==> src/rtl/pcie_tl_pkg.sv <==
// Shared PCIe transaction-layer definitions for the classifier/arbiter path:
// VC count, class field width, classifier state encoding and one-hot helper.
package pcie_tl_pkg;
  localparam int VC_NUM  = 4;
  localparam int CLASS_W = 2;

  typedef enum logic [1:0] {
    IDLE  = 2'd0,
    LOAD  = 2'd1,
    BLOCK = 2'd2
  } dmx_state_e;

  function automatic logic [VC_NUM-1:0] onehot4(input logic [CLASS_W-1:0] cls);
    logic [VC_NUM-1:0] oh;
    oh = 4'b0001 << cls;
    return oh;
  endfunction
endpackage

==> src/rtl/vc_contador.sv <==
// Occupancy counter and level flags for one VC FIFO; full_nx exposes the
// post-edge full condition so the classifier can decide BLOCK at the same edge.
module vc_contador #(
  parameter int DEPTH  = 8,
  parameter int AF_THR = 6,
  parameter int AE_THR = 1,
  parameter int CNT_W  = $clog2(DEPTH + 1)
) (
  input  logic             clk,
  input  logic             reset_L,
  input  logic             push,
  input  logic             pop,
  output logic [CNT_W-1:0] count,
  output logic             full_nx,
  output logic             empty,
  output logic             almost_empty,
  output logic             almost_full,
  output logic             pop_err
);
  logic [CNT_W-1:0] cnt_q, cnt_d;
  logic             pop_ok;

  // Pops on an empty FIFO are dropped, so the count can never wrap below zero.
  assign pop_ok  = pop && (cnt_q != '0);
  assign pop_err = pop && (cnt_q == '0);

  always_comb begin
    cnt_d = cnt_q;
    if (push && !pop_ok)      cnt_d = cnt_q + 1'b1;
    else if (!push && pop_ok) cnt_d = cnt_q - 1'b1;
  end

  always_ff @(posedge clk) begin
    if (reset_L) cnt_q <= '0;
    else         cnt_q <= cnt_d;
  end

  assign count        = cnt_q;
  assign full_nx      = (cnt_d == CNT_W'(DEPTH));
  assign empty        = (cnt_q == '0);
  assign almost_empty = (cnt_q <= CNT_W'(AE_THR));
  assign almost_full  = (cnt_q >= CNT_W'(AF_THR));
endmodule

==> src/rtl/demux_clasificador.sv <==
// Classifies incoming TLP words into 4 VC FIFOs by their top class bits and
// tracks per-FIFO occupancy. Optional error counter: DEMUX_ERR_CNT_EN.
module demux_clasificador
  import pcie_tl_pkg::*;
#(
  parameter  int DATA_W = 10,
  parameter  int DEPTH  = 8,
  parameter  int AF_THR = 6,
  parameter  int AE_THR = 1,
  localparam int CNT_W  = $clog2(DEPTH + 1)
) (
  input  logic                    clk,
  input  logic                    reset_L,
  input  logic                    in_valid,
  input  logic [DATA_W-1:0]       in_data,
  output logic                    in_ready,
  input  logic [3:0]              pop_fifo,
  output logic [3:0]              push_fifo,
  output logic [DATA_W-1:0]       data_fifo,
  output logic [3:0]              empty,
  output logic [3:0]              almost_empty,
  output logic [3:0]              almost_full,
  output logic [4*CNT_W-1:0]      count_flat,
  output logic [7:0]              err_cnt
);
  dmx_state_e          st_q, st_d;
  logic [DATA_W-1:0]   h_data_q, h_data_d;
  logic [VC_NUM-1:0]   push_q;
  logic [DATA_W-1:0]   data_q;
  logic [CLASS_W-1:0]  cls, in_cls;
  logic                h_valid, can_issue, accept;
  logic [VC_NUM-1:0]   issue_vec, full_nx, pop_err;

  assign cls    = h_data_q[DATA_W-1 -: CLASS_W];
  assign in_cls = in_data[DATA_W-1 -: CLASS_W];
  assign accept = in_valid && in_ready;

  for (genvar g = 0; g < VC_NUM; g++) begin : g_vc
    vc_contador #(.DEPTH(DEPTH), .AF_THR(AF_THR), .AE_THR(AE_THR), .CNT_W(CNT_W)) u_cnt (
      .clk          (clk),
      .reset_L      (reset_L),
      .push         (issue_vec[g]),
      .pop          (pop_fifo[g]),
      .count        (count_flat[g*CNT_W +: CNT_W]),
      .full_nx      (full_nx[g]),
      .empty        (empty[g]),
      .almost_empty (almost_empty[g]),
      .almost_full  (almost_full[g]),
      .pop_err      (pop_err[g])
    );
  end

  always_ff @(posedge clk) begin
    if (reset_L) st_q <= IDLE;
    else         st_q <= st_d;
  end

  // LOAD/BLOCK is decided from the post-edge count, so the registered state
  // always equals "h_valid && count[cls] < DEPTH" on the registered counts.
  always_comb begin
    st_d     = st_q;
    h_data_d = h_data_q;
    if (accept) begin
      h_data_d = in_data;
      st_d     = full_nx[in_cls] ? BLOCK : LOAD;
    end else begin
      case (st_q)
        LOAD:    st_d = IDLE;
        BLOCK:   st_d = full_nx[cls] ? BLOCK : LOAD;
        default: st_d = IDLE;
      endcase
    end
  end

  always_comb begin
    h_valid   = (st_q != IDLE);
    can_issue = (st_q == LOAD);
    in_ready  = !h_valid || can_issue;
    issue_vec = can_issue ? onehot4(cls) : '0;
  end

  always_ff @(posedge clk) begin
    if (reset_L) begin
      h_data_q <= '0;
      push_q   <= '0;
      data_q   <= '0;
    end else begin
      h_data_q <= h_data_d;
      push_q   <= issue_vec;
      if (can_issue) data_q <= h_data_q;
    end
  end

  assign push_fifo = push_q;
  assign data_fifo = data_q;

`ifdef DEMUX_ERR_CNT_EN
  logic [7:0] err_q;
  logic       err_ev;

  assign err_ev = (|pop_err) || (in_valid && st_q == BLOCK);

  always_ff @(posedge clk) begin
    if (reset_L)                      err_q <= '0;
    else if (err_ev && err_q != 8'hFF) err_q <= err_q + 8'd1;
  end

  assign err_cnt = err_q;
`else
  logic unused_pop_err;
  assign unused_pop_err = ^pop_err;
  assign err_cnt        = '0;
`endif
endmodule
==> config.mk <==
export PLATFORM = sky130hd
export DESIGN_NAME = demux_clasificador
export DESIGN_NICKNAME = d
export VERILOG_FILES = /design/src/rtl/pcie_tl_pkg.sv /design/src/rtl/vc_contador.sv /design/src/rtl/demux_clasificador.sv
export SDC_FILE = /design/constraint.sdc
export NUM_CORES = 1
export LEC_CHECK = 0
export BUFFER_PORTS_ARGS = -buffer_cell sky130_fd_sc_hd__buf_2
export CAP_MARGIN = 20
export CORE_MARGIN = 8
export CORE_UTILIZATION = 54
export CTS_CLUSTER_SIZE = 40
export DETAILED_ROUTE_END_ITERATION = 12
export PLACE_DENSITY_LB_ADDON = 0.1
export RECOVER_POWER = 25
export SYNTH_ARGS = -nofsm -noshare
export SYNTH_HDL_FRONTEND = slang
export SYNTH_HIERARCHICAL = 1
export SYNTH_SLANG_ARGS = --single-unit
==> constraint.sdc <==
create_clock -name clk -period 3.3 [get_ports clk]
set_input_delay 0.66 -clock clk [delete_from_list [all_inputs] [get_ports clk]]
set_output_delay 0.66 -clock clk [all_outputs]
set_load 0.03 [all_outputs]
* Word-level counts from Yosys, hierarchy flattened
Cells that the tools add are included.
** Storage, ports and cells
- Logic and storage cells :: 82
- Flip-flop bits (word level) :: 42
- RAM bits :: 0
- Memories :: 0
- Output and inout bits :: 51
- ROM bits :: 0
- Latch bits :: 0
** Operators by class
- Multiply operators :: 0
- Eq/ne operators :: 6
- Add/sub/neg operators :: 8
- Order comparisons :: 10
- Bitwise operators :: 0
- Shift-type cells :: 1
- Multiplexer cells :: 17
- Div/mod/pow operators :: 0
- Reductions and logical operators :: 32
** Operators with widths (count)
- $mux 4 :: 9
- $add 4x1->4 const B :: 4
- $eq 4x4->1 const B :: 4
- $ge 4x3->1 const B :: 4
- $le 4x1->1 const B :: 4
- $logic_not 4->1 :: 4
- $reduce_bool 4->1 :: 4
- $sub 4x1->4 const B :: 4
- $logic_and 1x1->1 :: 13
- $logic_not 1->1 :: 9
- $mux 2 :: 4
- $lt 2x3->1 const B :: 2
- $bmux 1 s2 :: 2
- $shl 1x2->4 const A :: 1
- $eq 2x1->1 const B :: 1
- $eq 2x2->1 const B :: 1
- $mux 1 :: 2
- $reduce_bool 2->1 :: 1
- $logic_or 1x1->1 :: 1

* Longest topological paths before layout
- Word-level depth :: 12
- Depth in mapped cells :: 11
- Depth with buffers taken out :: 10

* By module
Netlist, hierarchy kept.
** By module, submodules not included
- vc_contador :: area an instance 440.4 µm², sequential area each 80.1 µm², cells each 54, instances 4
- demux_clasificador :: area an instance 1071.0 µm², sequential area each 520.5 µm², cells each 125, instances 1

* Least setup slack after synthesis
Ideal clock, no wire load.
- Path type :: register -> register
- From :: register st_q[1]
- To :: register st_q[1]
- Stages on the path, launching flop included :: 12
- Path buffers :: 2
- Arrival :: 2.643 ns
- Period minus slack after synthesis :: 2.759 ns
- Required time :: 3.184 ns
- Slack :: 0.541 ns
- Cells stage by stage :: dfxtp_1 -> nand2b_1 -> clkbuf_1 -> nor3b_1 -> clkbuf_1 -> and4bb_2 -> a211oi_4 -> a211oi_1 -> a211oi_2 -> mux4_4 -> a32oi_1 -> nor2_1
** Between the ends
- Word-level cells in the longest chain between the ends :: 12
** RTL lines
- from (decl) :: RTL line demux_clasificador.sv:26 : dmx_state_e st_q, st_d;
- from (signal assigned) :: RTL line demux_clasificador.sv:55 : else st_q <= st_d;
- $eq 2x1->1 (*) :: RTL line demux_clasificador.sv:77 : can_issue = (st_q == LOAD);
- $mux 4 (*) :: RTL line demux_clasificador.sv:79 : issue_vec = can_issue ? onehot4(cls) : '0;
- named net issue_vec[2] :: RTL line demux_clasificador.sv:32 : logic [VC_NUM-1:0] issue_vec, full_nx, pop_err;
- $logic_not 1->1 :: RTL line vc_contador.sv:30 : else if (!push && pop_ok) cnt_d = cnt_q - 1'b1;
- $logic_and 1x1->1 :: RTL line vc_contador.sv:30
- $mux 4 :: RTL line vc_contador.sv:30
- $mux 4 (*) :: RTL line vc_contador.sv:29 : if (push && !pop_ok) cnt_d = cnt_q + 1'b1;
- $eq 4x4->1 (*) :: RTL line vc_contador.sv:39 : assign full_nx = (cnt_d == CNT_W'(DEPTH));
- named net full_nx[2] :: RTL line demux_clasificador.sv:32
- $bmux 1 s2 :: RTL line demux_clasificador.sv:69 : BLOCK: st_d = full_nx[cls] ? BLOCK : LOAD;
- $mux 1 (not written as such) :: RTL line demux_clasificador.sv:69
- $mux 2 :: RTL line demux_clasificador.sv:69
- $mux 2 :: RTL line demux_clasificador.sv:67 : case (st_q)
- $mux 2 (*) :: RTL line demux_clasificador.sv:63 : if (accept) begin
The timed path passes the listed nets; every way through them passes the cells marked *. The select of a mux whose other input is x is not followed.
A chain may end at the register's enable or synchronous reset.

* Worst setup path in the final report
Same ends and word-level chain as after synthesis.

==> summary.md <==
| Metric | Value |
|---|---|
| Startpoint types | flip-flop |
| Final min period | around 2.9 ns |
| Run status | complete, but fails checks |
| # IOs | 68 |
| TritonCTS buffer count | 5 |
| Number of remaining DRC errors | 0 |
| Vias | 2455 |
| Relative slew margins | -17.5% |
| H-tree depth | 2 |
| Max-slew violations | 42 |
| Inst Count DP | about 450 |
| Power per Cell Area | just over 900 nW/µm² |
| First-pass GRT wire length | between 10 and 15 mm |
| Routability Congestion | just over 0.8 |
| CP required | 3.42 ns |
| Buffers added on ports | 59 |
| Vias in the first global route | around 2300 |
| Maximum vdd drop | about 490 µV |
| Dpl hpwl | 4.59 mm |
| Pwr Total | around 0.0028 W |
| Slew @ Worst Pin | roughly 1.8 ns |
| Max incr delay on CP | between 0.6 and 0.7 ns |
| Largest net degree at the start of global routing | 42 |
| Hold Buf Count CTS | 0 |
| Syn_area_per_cell | around 8.4 µm² |
| Post-route cell area | about 3100 µm² |
| Nets | 423 |
| Die width | around 90 µm |
| CTS Buffer Depth | 2 |
| Buf/Inv on CP | 1 |
| Period utilization | 87.0% |
| Final cell count without fillers | 457 |
| Initial Util | approximately 56% |
| Die height | between 80 and 90 µm |
| RSZ-0062 raised after global routing | no |
| Clock Latency Late Sink | roughly 0.3 ns |
| Total core area | about 5100 µm² |
| Failing checks | capacitance limit, slew limit |
| Die area | about 8000 µm² |
| Hold WC Path Type | flip-flop to flip-flop |
| TritonRoute pass-1 iters | 4 |
| All-Layer GR Usage | 16.5% |
| Mapped cell area | ~2800 µm² |
| CP max FO | 9 |
| Clock Skew | approximately 0.0090 ns |
| Synthesized netlist cell count | about 340 |
| Critical path class | flip-flop to flip-flop |
| Initial antenna violation count | 0 |
| Post-DP Area | 3050 µm² |
| Vias per std cell | 5.37 |
| Fraction of layout cells with a size suffix above 1 | ~25% |
| Root buffer cell | clkbuf_8 |
| Post-cts resize count | 0 |
| ANT nets after route | 0 |
| DRT iter0 DRCs | 73 |
| Post-CTS setup buffers | 0 |
| Slowest-stage cell, CP | mux4_4 |
| Final hold vios | 0 |
| Data arrival, critical path | around 3 ns |
| Fill cell count | 500 |
| Final WL | between 6 and 7 mm |
| CTS clk-pin slew, worst paths | around 0.090 ns |
| CP Capture Type | flip-flop |
| Layout overhead on the synthesized area | 11.3% |
| Diode count | 0 |
| Post-route setup TNS | 0 ns |
| Total number of yosys warnings | 6 |
| Top achievable clock speed | between 0.3 and 0.4 GHz |
| Rows | 26 |
| CP delay by family, top | simple AND/OR/NAND/NOR gates |
| Max Cap Violations | 1 |
| CTS tree | done |
| Worst-path cell chain | nand2b_1 > nor3b_1 > buf_4 > nor2b_1 > a211oi_4 > a211oi_1 > a211oi_2 > mux4_4 > a32oi_1 > nor2_1 |
| Final setup fails | 0 |
| Num Clock Sinks | 42 |
| Routed WL per cell | 13.6 µm |
| Total congestion overflow | 0 |
| P_leak | ~1.3 nW |
## placed cells by master, fill, tap and decap left out, drive strengths merged
cell type	instances
buf	57
nand2	52
dfxtp	42
a21oi	28
nor2	20
ha	20
a211oi	20
nor2b	18
nor3	15
inv	15
clkbuf	12
conb	8
nand3	8
nand2b	6
clkinv	5
or3b	4
or4b	4
nand4	4
a21o	4
o211ai	4
a31oi	4
and4b	4
a31o	4
and4bb	4
nand3b	4
o21ai	4
a311oi	4
xnor2	4
mux4	2
nor3b	1
and3	1
or2b	1
o32a	1
a32oi	1
nor4	1
clkinvlp	1
## path summary, 6_finish.rpt
check | from | end | slack, ns | cells after the start
worst max-delay path | st_q[1] | st_q[1] | 0.43 | 10
worst min-delay path | data_fifo[4] | data_fifo[4] | 0.45 | 2
worst max register to register | st_q[1] | st_q[1] | 0.43 | 10
worst min register to register | data_fifo[4] | data_fifo[4] | 0.45 | 2
## sequential cells by signal, summed over array words and instances (netlist names)
name / flops
g_vc.u_cnt/count: 16
data_fifo: 10
h_data_q: 10
push_fifo: 4
st_q: 2
## final cells by class
cell class | instances | area, µm² | area share (%)
multi-input combinational | 255 | 1720 | 54.8
sequential | 42 | 841 | 26.8
timing repair buffer | 64 | 324 | 10.3
tap | 70 | 87.6 | 2.79
inverter | 18 | 72.6 | 2.31
clock buffer | 5 | 68.8 | 2.19
clock inverter | 3 | 25.0 | 0.798
## metrics by stage
| stage | setup WS (ns) | util [%] | hold WS (ns) |
|---|---|---|---|
| after global routing | 0.252 | 61.8 | 0.485 |
| after detailed placement | 0.512 | 60.1 | 0.445 |
| final | 0.428 | 61.8 | 0.454 |
| after CTS | 0.496 | 62.0 | 0.458 |
| after global placement | 0.525 | 60.1 | 0.437 |
| after floorplan | 0.541 | - | 0.429 |
## worst register-to-register path, delay by kind of cell, from the launching register on
family,cells,cell delay [ns]
muxes,1,0.61
and+or+nand+nor,4,0.89
buffers and inverters,1,0.24
DFF,1,0.36
AOI/OAI and AO/OA,4,0.60
## where the power goes
part / switching, W / internal (W)
Sequential: 0.000160 / 0.000606
Clock: 0.000187 / 0.000153
Combinational: 0.00113 / 0.000614
## layer usage
metal	vias up	wire [µm]	track usage, %
met5	-	0	0
met4	0	56	4.15
met3	6	321	3.99
met2	50	2870	27.1
met1	1140	2950	21.0
li1	1259	-	-
Note: power is estimated with default switching activity, not from simulation.
